## src/rtl/operand_collector.sv

```systemverilog
// operand_collector: stages NUM_OPS operands from one register-bank read
// port into slots, then pushes the complete set as a bundle into a
// DEPTH-entry queue that the ALU drains with valid/ready.

// One operand slot: value plus valid flag. A load always wins over a clear
// so an operand written in the issue cycle belongs to the next bundle.
module operand_slot #(
  parameter int WIDTH = 16
) (
  input  logic             clk,
  input  logic             rst,
  input  logic             load,
  input  logic             clear,
  input  logic [WIDTH-1:0] data,
  output logic [WIDTH-1:0] value,
  output logic             valid
);

  // Capture on load; drop the flag on clear unless reloaded this cycle
  always_ff @(posedge clk or posedge rst) begin
    if (rst) begin
      value <= '0;
      valid <= 1'b0;
    end else if (load) begin
      value <= data;
      valid <= 1'b1;
    end else if (clear) begin
      valid <= 1'b0;
    end
  end

endmodule

module operand_collector #(
  parameter int WIDTH   = 16,
  parameter int NUM_OPS = 2,
  parameter int DEPTH   = 2,
  parameter int STICKY  = 0,
  parameter int SELW    = (NUM_OPS > 1) ? $clog2(NUM_OPS) : 1,
  parameter int CW      = $clog2(DEPTH + 1)
) (
  input  logic                     clk,
  input  logic                     rst,
  input  logic [WIDTH-1:0]         reg_data,
  input  logic                     reg_load,
  input  logic [SELW-1:0]          op_sel,
  input  logic                     issue,
  input  logic                     alu_ready,
  output logic                     alu_valid,
  output logic [WIDTH*NUM_OPS-1:0] alu_ops,
  output logic                     slots_full,
  output logic [CW-1:0]            queue_count,
  output logic                     issue_err
);

  localparam int PW = (DEPTH > 1) ? $clog2(DEPTH) : 1;
  localparam int BW = WIDTH * NUM_OPS;

  logic [NUM_OPS-1:0]            slot_load;
  logic [NUM_OPS-1:0]            slot_valid;
  logic [NUM_OPS-1:0][WIDTH-1:0] slot_value;

  logic [DEPTH-1:0][BW-1:0] mem;
  logic [PW-1:0]            head, tail;
  logic [CW-1:0]            count;

  logic sel_ok, pop, accept, clear;

  // Out-of-range selects (possible when NUM_OPS is not a power of two)
  // must leave every slot untouched.
  assign sel_ok     = int'(op_sel) < NUM_OPS;
  assign slots_full = &slot_valid;
  assign alu_valid  = (count != '0);
  assign pop        = alu_valid && alu_ready;
  // A pop in the same cycle frees an entry, so a full queue still accepts.
  assign accept     = issue && slots_full && ((count < CW'(DEPTH)) || pop);
  assign clear      = accept && (STICKY == 0);

  for (genvar i = 0; i < NUM_OPS; i++) begin : g_slot
    assign slot_load[i] = reg_load && sel_ok && (op_sel == SELW'(i));

    operand_slot #(.WIDTH(WIDTH)) u_slot (
      .clk   (clk),
      .rst   (rst),
      .load  (slot_load[i]),
      .clear (clear),
      .data  (reg_data),
      .value (slot_value[i]),
      .valid (slot_valid[i])
    );
  end

  function automatic logic [PW-1:0] ptr_next(input logic [PW-1:0] p);
    return (p == PW'(DEPTH - 1)) ? '0 : p + 1'b1;
  endfunction

  // Bundle storage: pre-edge slot values land at the tail on accept.
  // Contents need no reset; the count gates everything visible.
  always_ff @(posedge clk) begin
    if (accept) mem[tail] <= slot_value;
  end

  // Queue pointers and occupancy; reset discards everything queued
  always_ff @(posedge clk or posedge rst) begin
    if (rst) begin
      head  <= '0;
      tail  <= '0;
      count <= '0;
    end else begin
      if (pop)    head <= ptr_next(head);
      if (accept) tail <= ptr_next(tail);
      case ({accept, pop})
        2'b10:   count <= count + 1'b1;
        2'b01:   count <= count - 1'b1;
        default: count <= count;
      endcase
    end
  end

  // One-cycle error pulse for each rejected issue request
  always_ff @(posedge clk or posedge rst) begin
    if (rst) issue_err <= 1'b0;
    else     issue_err <= issue && !accept;
  end

  assign alu_ops     = alu_valid ? mem[head] : '0;
  assign queue_count = count;

endmodule

```

## config.mk

```make
export PLATFORM = sky130hd
export DESIGN_NAME = operand_collector
export DESIGN_NICKNAME = d
export VERILOG_FILES = /design/src/rtl/operand_collector.sv
export SDC_FILE = /design/constraint.sdc
export NUM_CORES = 1
export LEC_CHECK = 0
export CAP_MARGIN = 10
export CELL_PAD_IN_SITES_DETAIL_PLACEMENT = 0
export CELL_PAD_IN_SITES_GLOBAL_PLACEMENT = 1
export CORE_MARGIN = 8
export CORE_UTILIZATION = 45
export DETAILED_ROUTE_END_ITERATION = 6
export PLACE_DENSITY = 0.85
export REMOVE_ABC_BUFFERS = 1
export SYNTH_ARGS = -nofsm -noshare
export SYNTH_HDL_FRONTEND = slang
export SYNTH_SLANG_ARGS = --single-unit
export TNS_END_PERCENT = 10
```

## constraint.sdc

```tcl
create_clock -name clk -period 6.6 [get_ports clk]
set_input_delay 1.65 -clock clk [delete_from_list [all_inputs] [get_ports clk]]
set_output_delay 1.65 -clock clk [all_outputs]
set_load 0.02 [all_outputs]
```

After elaboration in Yosys (flattened, before gate mapping)
Cells that the tools add are included.
{"block": "op_classes", "bitwise": 1, "n_reduce_logical": 14, "n_eq_ne": 2, "addsub": 4, "n_mux": 12, "magnitude_cmp": 4}
{"op": "$mux W32", "n": 4}
{"op": "$bwmux W64", "n": 1}
{"op": "$demux W32 S1", "n": 1}
{"op": "$reduce_bool A2 Y1", "n": 4}
{"op": "$logic_and A1 B1 Y1", "n": 7}
{"op": "$mux W1", "n": 5}
{"op": "$lt A1 B2 Y1 const B", "n": 2}
{"op": "$pmux W2 S2", "n": 1}
{"op": "$add A1 B1 Y1 const B", "n": 2}
{"op": "$add A2 B1 Y2 const B", "n": 1}
{"op": "$eq A2 B1 Y1 const B", "n": 1}
{"op": "$eq A2 B2 Y1 const B", "n": 1}
{"op": "$lt A2 B2 Y1 const B", "n": 1}
{"op": "$reduce_and A2 Y1", "n": 1}
{"op": "$sub A2 B1 Y2 const B", "n": 1}
{"op": "$ge A1 B1 Y1 const B", "n": 1}
{"op": "$logic_not A1 Y1", "n": 1}
{"op": "$logic_or A1 B1 Y1", "n": 1}
{"op": "$not A1 Y1", "n": 1}
{"block": "word_totals", "out_inout_bits": 37, "ff_bits": 103, "input_bits": 22}

Depth between registers and ports, before layout
Gate-level depths: netlist of the first run.
{"block": "logic_depth", "ltp_word": 6, "ltp_mapped": 7}

By module
From an unflattened synthesis of the first run, not the netlist that was laid out.
{"block": "hier_totals", "cells_unflattened": 237, "hier_area_um2": 4076.4}
{"module": "operand_collector", "area_each_um2": 2702.6, "cells_per_inst": 161, "instances": 1}
{"module": "operand_slot", "area_each_um2": 686.9, "cells_per_inst": 38, "instances": 2}

Worst setup path after synthesis of the first run
OpenSTA, ideal clock, no wires.
{"block": "synth_timing", "path_kind": "input -> register", "startpoint": "input alu_ready", "endpoint": "register mem[0] (netlist name), enable pin", "path_buffers": 0, "setup_slack_ns": 2.937, "t_arrival_ns": 3.242, "setup_ns": 0.421, "cell_stages": 3, "cell_sequence": "nor2b_1 -> nand3b_4 -> nor2_1"}
{"block": "synth_via", "elab_chain_cells": 3}
{"item": "from (decl)", "line_no": "48", "rtl": "input logic alu_ready,"}
{"item": "$logic_and A1 B1 Y1", "line_no": "74", "rtl": "assign pop = alu_valid && alu_ready;"}
{"item": "$logic_or A1 B1 Y1", "line_no": "76", "rtl": "assign accept = issue && slots_full && ((count < CW'(DEPTH)) || pop);"}
{"item": "$logic_and A1 B1 Y1", "line_no": "76"}
{"item": "to (signal, indexed assignment)", "line_no": "100", "rtl": "if (accept) mem[tail] <= slot_value;"}
{"item": "to (decl)", "line_no": "63", "rtl": "logic [DEPTH-1:0][BW-1:0] mem;"}
No other way between the ends.
A chain may end at the register's enable or synchronous reset.

Final worst setup path of the first run
{"block": "layout_timing", "startpoint": "register head", "endpoint": "output alu_ops[8]"}
{"block": "layout_via", "elab_chain_cells": 3}
{"item": "from (decl)", "line_no": "64", "rtl": "logic [PW-1:0] head, tail;"}
{"item": "from (signal assigned)", "line_no": "110", "rtl": "if (pop) head <= ptr_next(head);"}
{"item": "$mux W32 (implied by the code) (2 in a row)", "line_no": "126", "rtl": "assign alu_ops = alu_valid ? mem[head] : '0;"}
{"item": "$mux W32", "line_no": "126"}
{"item": "to (decl)", "line_no": "50", "rtl": "output logic [WIDTH*NUM_OPS-1:0] alu_ops,"}
No other way between the ends. The select of a mux whose other input is x is not followed.

==> results of run 1 <==
## power breakdown
| part | switching, mW | internal, mW | leakage, nW |
|---|---|---|---|
| sequential | 0.0999 | 0.799 | 1.04 |
| clock | 0.198 | 0.212 | 0.103 |
| combinational | 0.337 | 0.339 | 0.736 |
## final cells by class
type,instances,area (um^2),share of cell area (%)
inverters,3,11.3,0.232
repair buffers,59,588,12.1
clock inverters,5,81.3,1.67
flip-flops and latches,103,2900,59.7
clock buffers,10,128,2.63
well taps,108,135,2.78
multi-input cells,119,1020,20.9
## final timing paths
check                      depth (start not counted)                                  start  slack, ns                                 end
max                                                3                       head$_DFFE_PP0P_       2.58                          alu_ops[8]
min                                                0  g_slot[1].u_slot.value[6]$_DFFE_PP0P_       0.47                   mem[22]$_DFFE_PP_
max reg2reg                                        6             queue_count[0]$_DFFE_PP0P_       4.46          queue_count[1]$_DFFE_PP0P_
min reg2reg                                        0  g_slot[1].u_slot.value[6]$_DFFE_PP0P_       0.47                   mem[22]$_DFFE_PP_
max in group asynchronous                          2                                    rst       4.24                    head$_DFFE_PP0P_
min in group asynchronous                          2                                    rst       1.77  g_slot[0].u_slot.valid$_DFFE_PP0P_
## layout by cell type (no fill, tap or decap), types with 2 or more instances in the layout
cell type,count
edfxtp_1,64
clkdlybuf4s50_1,58
dfrtp_1,38
nor2_1,33
mux2i_1,32
mux2_2,18
mux2_4,9
clkbuf_8,9
mux2_1,5
xnor2_1,3
nor2_4,3
and2_1,3
nand2_1,3
inv_1,2
o21ai_0,2
xor2_1,2
bufinv_16,2
## state kept, by name, summed over array words and instances, names as in the netlist
| signal | cells |
|---|---|
| mem | 64 |
| g_slot.u_slot.value | 32 |
| g_slot.u_slot.valid | 2 |
| queue_count | 2 |
| head | 1 |
| issue_err | 1 |
| tail | 1 |
## per-layer routing
| metal | track usage, % | vias to the layer above | share of wire, % |
|---|---|---|---|
| met2 | 19.9 | 45 | 51 |
| met4 | 5.14 | 0 | 1.6 |
| met5 | 0 | - | 0 |
| met3 | 3.31 | 11 | 5.5 |
| li1 | - | 955 | - |
| met1 | 13.0 | 981 | 42 |
## synth_stat cells (5+ instances only)
cell type / number
edfxtp_1: 64
dfrtp_1: 39
nor2_1: 35
mux2i_1: 32
mux2_2: 18
mux2_4: 9
mux2_1: 5
## stage by stage
| stage | setup WS (ns) | instance area (um^2) |
|---|---|---|
| global placement | 2.92 | 4650 |
| global route | 2.42 | 4860 |
| detailed placement | 2.91 | 4650 |
| finish | 2.58 | 4860 |
| floorplan | 2.94 | 3900 |
| CTS | 2.51 | 4860 |
## cell families (layout without fill, tap and decap cells)
logic type / after synthesis / after routing / share of synthesized area [%]
DFF: 103 / 103 / 72.7
AOI/OAI and AO/OA: 2 / 2 / 0.251
muxes: 64 / 64 / 17.9
buffers and inverters: 13 / 77 / 2.39
adders and majority gates: 1 / 1 / 0.314
and+or+nand+nor: 47 / 47 / 5.34
xor gates and xnor gates: 5 / 5 / 1.10
==> impl_metrics.tcl, run 1 <==
set metrics [dict create \
    outcome "finished, final reports clean" \
    synthFlopType "edfxtp_1" \
    cts_hold_buf 0 \
    area_delta_synth_final_pct 21.9 \
    die_h_um 110 \
    synth_area_leader_cell "edfxtp_1" \
    postCtsSetupBuffers 0 \
    slew_viol_final 0 \
    ioPinCount 59 \
    num_rows 34 \
    grt_max_degree 40 \
    seq_area_frac_synth_pct 72.7 \
    die_width_um 110 \
    crit_type "reg2out" \
    synth_area_leaders "edfxtp_1 48%, dfrtp_1 24%, mux2i_1 8.0%" \
    finalSetupTns_ns 0 \
    start_kind "flip-flop" \
    gp_congestion 0.706 \
    critPathMaxStageDelay_ns 1.03 \
    avgSynthCellArea_um2 17.0 \
    arrival_ns 2.37 \
    antenna_cells 0 \
    finalSetupViolCount 0 \
    cts_buffers 9 \
    critPathMaxFanout 33 \
    min_path_type "reg2reg" \
    fin_cells 407 \
    htreeDepth 3 \
    via_per_inst 4.89 \
    drtAntennaViolNets 0 \
    dp_hpwl_um 4110 \
    place_inst 392 \
    cts_sinks 103 \
    crit_path_end_kind "output pin" \
    yosysWarnings 0 \
    final_layout_size_suffix_gt1_share_pct 16.7 \
    post-route-min-period_ns 4.02 \
    synth_edf_count 64 \
    tightestPinTransition_ns 0.983 \
    avgRoutedWirePerCell_um 16.2 \
    slowest_stage "dfrtp_2" \
    synth_cell_types 24 \
    final_nets 318 \
    drtIter0Drc 50 \
    first_global_vias 2140 \
    crit_chain "mux2i_1 -> nor2_1 -> clkdlybuf4s50_1" \
    crit_buf_inv 1 \
    synth.ff_latch_count 103 \
    synth_top_area_share_pct 48.2 \
    grt_pass1_wl_um 10500 \
    drc 0 \
    synthCells 235 \
    hold_ws_ns 0.474 \
    peakVddDrop_mv 0.223 \
    grt_usage_pct 11.5 \
    pwr_density_cell_mw_per_mm2 408 \
    grt.overflow.total 0 \
    p_leak_nw 1.88 \
    fillers 715 \
    place.port_buffers 58 \
    initial_core_util_pct 45.9 \
    finClkSkew_ns 0.0114 \
    critical_path.top_delay_family "flip-flops" \
    clkLatencyLatePin_ns 0.35 \
    clock_path_buffers 2 \
    hold_viol 0 \
    total_power_mw 1.98 \
    cts_tree "built" \
    antenna_found_initial 0 \
    rsz0062_at_grt "false" \
    maxCapViolations 0 \
    syn-cell-area_mm2 0.00399 \
    ctsRootBufferMaster "clkbuf_8" \
    wirelength_um 6610 \
    fmax_mhz 249 \
    num_vias 1992 \
    path_clk_slew_ns 0.09 \
    post_cts_resize_count 0 \
    worst_ep_required_time_ns 4.95 \
    slew_headroom_pct 34.5 \
    finalCritPeriodShare_pct 60.9 \
    dr.pass1.iters 4 \
    die_area_mm2 0.0121 \
    async_reset_ff_share_pct 37.9 \
    core-area_mm2 0.00868 \
    final_core_util_pct 56.0 \
]
Note: power is estimated with default switching activity, not from simulation.
==> inputs of run 2 (changes only) <==
clock period = 4.1 ns   (was 6.6 ns; I/O delays follow)
==> run 2 against run 1 <==
Net effect:
- setup slack got worse by 1.8 ns
- cell count up 0.74%
- largest cell class unchanged
- largest power group unchanged
- global-route usage up 0.55 points
- critical endpoint is now alu_ops[22]
- flip-flop and latch count did not move
- worst hold slack got worse by 0.0079 ns
==> impl_metrics.tcl, run 2 (synthesis results as in run 1) <==
set metrics [dict create \
    arrival_ns 2.26 \
    worst_ep_required_time_ns 3.07 \
    grt_max_degree 40 \
    pwr-share-seq_pct 43.9 \
    peakVddDrop_mv 0.292 \
    slowest_stage "dfrtp_2" \
    wirelength_um 6850 \
    final_nets 320 \
    grt_pass1_wl_um 10900 \
    slew_viol_final 0 \
    start_kind "flip-flop" \
    fin_ws_ns 0.811 \
    dp_hpwl_um 4440 \
    die_area_mm2 0.0121 \
    core-area_mm2 0.00868 \
    min_path_type "reg2reg" \
    r2r-start "queue_count[0]$_DFFE_PP0P_" \
    slew_headroom_pct 35.1 \
    antenna_found_initial 0 \
    combinationalPowerShare_pct 36.0 \
    netSwitchingFraction_pct 32.5 \
    grt_usage_pct 12.1 \
    hold-path-cell-count 0 \
    power_switching_mw 1.04 \
    dr.pass1.iters 4 \
    cts_hold_buf 0 \
    tightestPinTransition_ns 0.971 \
    via_per_inst 4.90 \
    cts_tree "built" \
    post_cts_resize_count 0 \
    critPathMaxStageDelay_ns 0.66 \
    drtAntennaViolNets 0 \
    die_width_um 110 \
    gp_congestion 0.669 \
    intPower_mw 2.16 \
    area_delta_synth_final_pct 22.2 \
    clock_path_buffers 2 \
    final_layout_size_suffix_gt1_share_pct 17.5 \
    finalSetupTns_ns 0 \
    final_common_cell "edfxtp_1" \
    crit_path_end_kind "output pin" \
    finClkSkew_ns 0.0105 \
    antenna_cells 0 \
    cts_buffers 9 \
    num_rows 34 \
    fin_cells 410 \
    final_core_util_pct 56.1 \
    clkLatencyLatePin_ns 0.35 \
    finalCritPeriodShare_pct 80.2 \
    outcome "finished, final reports clean" \
    ioPinCount 59 \
    post-route-min-period_ns 3.29 \
    largest_reg_flops 64 \
    crit_type "reg2out" \
    startpoint "head$_DFFE_PP0P_" \
    path_clk_slew_ns 0.10 \
    grt.overflow.total 0 \
    maxCapViolations 0 \
    crit_chain "buf_4 -> mux2i_1 -> nor2_1 -> clkdlybuf4s50_1" \
    crit_buf_inv 2 \
    worstSetupPathDepth 4 \
    fmax_mhz 304 \
    avgRoutedWirePerCell_um 16.7 \
    critPathMaxFanout 17 \
    hp-start "g_slot[1].u_slot.value[9]$_DFFE_PP0P_" \
    drtIter0Drc 34 \
    drc 0 \
    first_global_vias 2119 \
    p_leak_nw 1.89 \
    pwr_density_cell_mw_per_mm2 656 \
    initial_core_util_pct 45.9 \
    total_power_mw 3.19 \
    postCtsSetupBuffers 0 \
    layout_common_cells "64 x edfxtp_1, 58 x clkdlybuf4s50_1, 38 x dfrtp_1, 33 x nor2_1, 32 x mux2i_1" \
    htreeDepth 3 \
    finalSetupViolCount 0 \
    reg_top3 "mem x64, g_slot.u_slot.value x32" \
    p_clk_share_pct 20.1 \
    die_h_um 110 \
    hold_viol 0 \
    num_vias 2009 \
    cts_sinks 103 \
    place.port_buffers 58 \
    place_inst 394 \
    critical_path.top_delay_family "buffers and inverters" \
    dp_worst_setup_slack_ns 1.12 \
    ctsRootBufferMaster "clkbuf_8" \
    fillers 725 \
    top_register "mem" \
    r2r_cells 6 \
    rsz0062_at_grt "false" \
]
[run 2: final timing paths]
| check | end | slack (ns) |
|---|---|---|
| min | mem[25]$_DFFE_PP_ | 0.47 |
| min reg2reg | mem[25]$_DFFE_PP_ | 0.47 |
| min in group asynchronous | g_slot[1].u_slot.value[8]$_DFFE_PP0P_ | 1.17 |
| max | alu_ops[22] | 0.81 |
| max reg2reg | queue_count[1]$_DFFE_PP0P_ | 1.94 |
| max in group asynchronous | head$_DFFE_PP0P_ | 2.34 |
[run 2: through the flow]
step	hold WS, ns	cell area [um^2]
floorplan	0.437	3900
global placement	0.443	4660
detailed placement	0.453	4660
CTS	0.458	4870
global route	0.484	4870
finish	0.466	4870
[run 2: cell type report]
cell class              instances  area, um^2  area share (%)
clock buffers                  12         155            3.18
repair buffers                 61         603            12.4
well taps                     108         135            2.77
flip-flops and latches        103        2900            59.5
inverters                       3        11.3           0.231
multi-input cells             119        1020            20.9
clock inverters                 4        52.6            1.08
[run 2: power groups by stage]
stage	clock network (mW)	registers, mW	logic, mW
CTS	0.662	1.41	1.18
detailed placement	0	1.43	1.17
finish	0.642	1.40	1.15
global placement	0	1.42	1.16
global route	0.694	1.43	1.23
floorplan	0	1.44	0.621
[run 2: per-layer routing]
| layer | part of all wire, % | track usage (%) | vias up |
|---|---|---|---|
| li1 | - | - | 959 |
| met1 | 40 | 13.4 | 995 |
| met2 | 53 | 21.3 | 48 |
| met3 | 5.9 | 3.84 | 7 |
| met4 | 1.2 | 4.57 | 0 |
| met5 | 0 | 0 | - |
==> inputs of run 3 (changes only) <==
clock period = 3.35 ns   (was 4.1 ns; I/O delays follow)
==> run 3 against run 2 <==
Net effect:
- wire length shrank 4.4%
- global-route usage shrank 0.73 points
- critical path depth unchanged
- combinational power rose by 26%
- critical path type unchanged
- largest power group unchanged
- highest routed layer unchanged
==> impl_metrics.tcl, run 3 (synthesis results as in run 1) <==
set metrics [dict create \
    outcome "finished, final reports clean" \
    tightestPinTransition_ns 0.830 \
    post_cts_resize_count 0 \
    num_rows 34 \
    final_nets 322 \
    top_register "mem" \
    fillers 716 \
    hp-start "g_slot[0].u_slot.value[14]$_DFFE_PP0P_" \
    reg_top3 "mem x64, g_slot.u_slot.value x32" \
    gp_congestion 0.670 \
    critPathMaxStageDelay_ns 0.59 \
    min_path_type "reg2reg" \
    crit_type "reg2out" \
    worst_ep_required_time_ns 2.51 \
    largest_reg_flops 64 \
    die_area_mm2 0.0121 \
    fmax_mhz 342 \
    grt_max_degree 40 \
    drtAntennaViolNets 0 \
    postCtsSetupBuffers 0 \
    rsz0062_at_grt "false" \
    dr.pass1.iters 4 \
    critPathMaxFanout 22 \
    path_clk_slew_ns 0.09 \
    htreeDepth 3 \
    wl_met1_um 2860 \
    hold-path-cell-count 0 \
    r2r-start "queue_count[1]$_DFFE_PP0P_" \
    cts_tree "built" \
    multiInputGateArea_mm2 0.00102 \
    finalCritPeriodShare_pct 87.2 \
    p_leak_nw 1.89 \
    place.port_buffers 58 \
    num_vias 1972 \
    via_per_inst 4.79 \
    post-route-min-period_ns 2.92 \
    finClkSkew_ns 0.00519 \
    pwr_density_cell_mw_per_mm2 787 \
    initial_core_util_pct 45.9 \
    ioPinCount 59 \
    clkLatencyLatePin_ns 0.35 \
    grt_usage_pct 11.4 \
    grt_pass1_wl_um 10300 \
    core-area_mm2 0.00868 \
    cts_hold_buf 0 \
    top_layer "met4" \
    cts_sinks 103 \
    slew_headroom_pct 44.6 \
    r2r_cells 4 \
    crit_chain "buf_12 -> mux2i_1 -> nor2_1 -> clkdlybuf4s50_1" \
    final_common_cell "edfxtp_1" \
    hold_ws_ns 0.477 \
    first_global_vias 2049 \
    crit_path_end_kind "output pin" \
    avgRoutedWirePerCell_um 15.9 \
    regArea_mm2 0.00290 \
    wl_met2_um 3270 \
    hold_viol 0 \
    clock_path_buffers 2 \
    finalSetupTns_ns 0 \
    finalSetupViolCount 0 \
    hold_path_end "mem[46]$_DFFE_PP_" \
    die_h_um 110 \
    critical_path.top_delay_family "buffers and inverters" \
    arrival_ns 2.08 \
    slew_viol_final 0 \
    antenna_cells 0 \
    dp_hpwl_um 4380 \
    final_layout_size_suffix_gt1_share_pct 18.1 \
    cts_buffers 9 \
    antenna_found_initial 0 \
    crit_buf_inv 2 \
    die_width_um 110 \
    layout_common_cells "64 x edfxtp_1, 58 x clkdlybuf4s50_1, 38 x dfrtp_1, 33 x nor2_1, 32 x mux2i_1" \
    rrSetupSlack_ns 1.58 \
    grt.overflow.total 0 \
    slowest_stage "dfrtp_2" \
    peakVddDrop_mv 0.324 \
    drc 0 \
    drtIter0Drc 68 \
    r2r-end "mem[38]$_DFFE_PP_" \
    met3_length_um 337 \
    wirelength_um 6550 \
    area_delta_synth_final_pct 22.9 \
    maxCapViolations 0 \
    total_power_mw 3.85 \
    ctsRootBufferMaster "clkbuf_8" \
    start_kind "flip-flop" \
]
[run 3: final cells by class]
cell class              count  area share, %
clock inverters             5          0.843
flip-flops and latches    103           59.2
inverters                   3          0.230
well taps                 108           2.76
multi-input cells         119           20.7
repair buffers             63           13.4
clock buffers              11           2.89
[run 3: metrics by stage]
step / cell area [um^2] / utilization (%) / std cells / setup WS (ns)
final: 4900 / 56.5 / 412 / 0.429
after floorplan: 3900 / - / 225 / 0.500
after global routing: 4900 / 56.5 / 412 / 0.331
after CTS: 4900 / 56.5 / 412 / 0.401
after global placement: 4720 / 54.4 / 396 / 0.805
after detailed placement: 4720 / 54.4 / 396 / 0.801
[run 3: worst max path at each step]
| stage | end | slack [ns] | depth (start not counted) | startpoint |
|---|---|---|---|---|
| 6_report | alu_ops[0] | 0.43 | 4 | head$_DFFE_PP0P_ |
| 5_1_grt | alu_ops[21] | 0.33 | 4 | head$_DFFE_PP0P_ |
| 4_1_cts | alu_ops[0] | 0.40 | 4 | head$_DFFE_PP0P_ |
| 3_5_place_dp | alu_ops[0] | 0.80 | 4 | head$_DFFE_PP0P_ |
| 3_3_place_gp | alu_ops[0] | 0.80 | 4 | head$_DFFE_PP0P_ |
| 2_1_floorplan | mem[0]$_DFFE_PP_ | 0.50 | 3 | alu_ready |
[run 3: metal layers]
| metal | up-vias | track usage [%] |
|---|---|---|
| met4 | 0 | 5.14 |
| met5 | - | 0 |
| met3 | 7 | 2.73 |
| met2 | 40 | 19.3 |
| met1 | 963 | 13.4 |
| li1 | 962 | - |
[run 3: power by group]
part	switching, mW	internal (mW)	leakage, nW
sequential	0.131	1.57	1.04
clock	0.405	0.296	0.0861
combinational	0.745	0.704	0.767
[run 3: worst register-to-register path: stages, from the launching register on]
cell	delay [ns]
dfrtp_1	0.44
nor2b_1	0.18
nand3b_4	0.21
nor2_4	0.42
buf_12	0.23
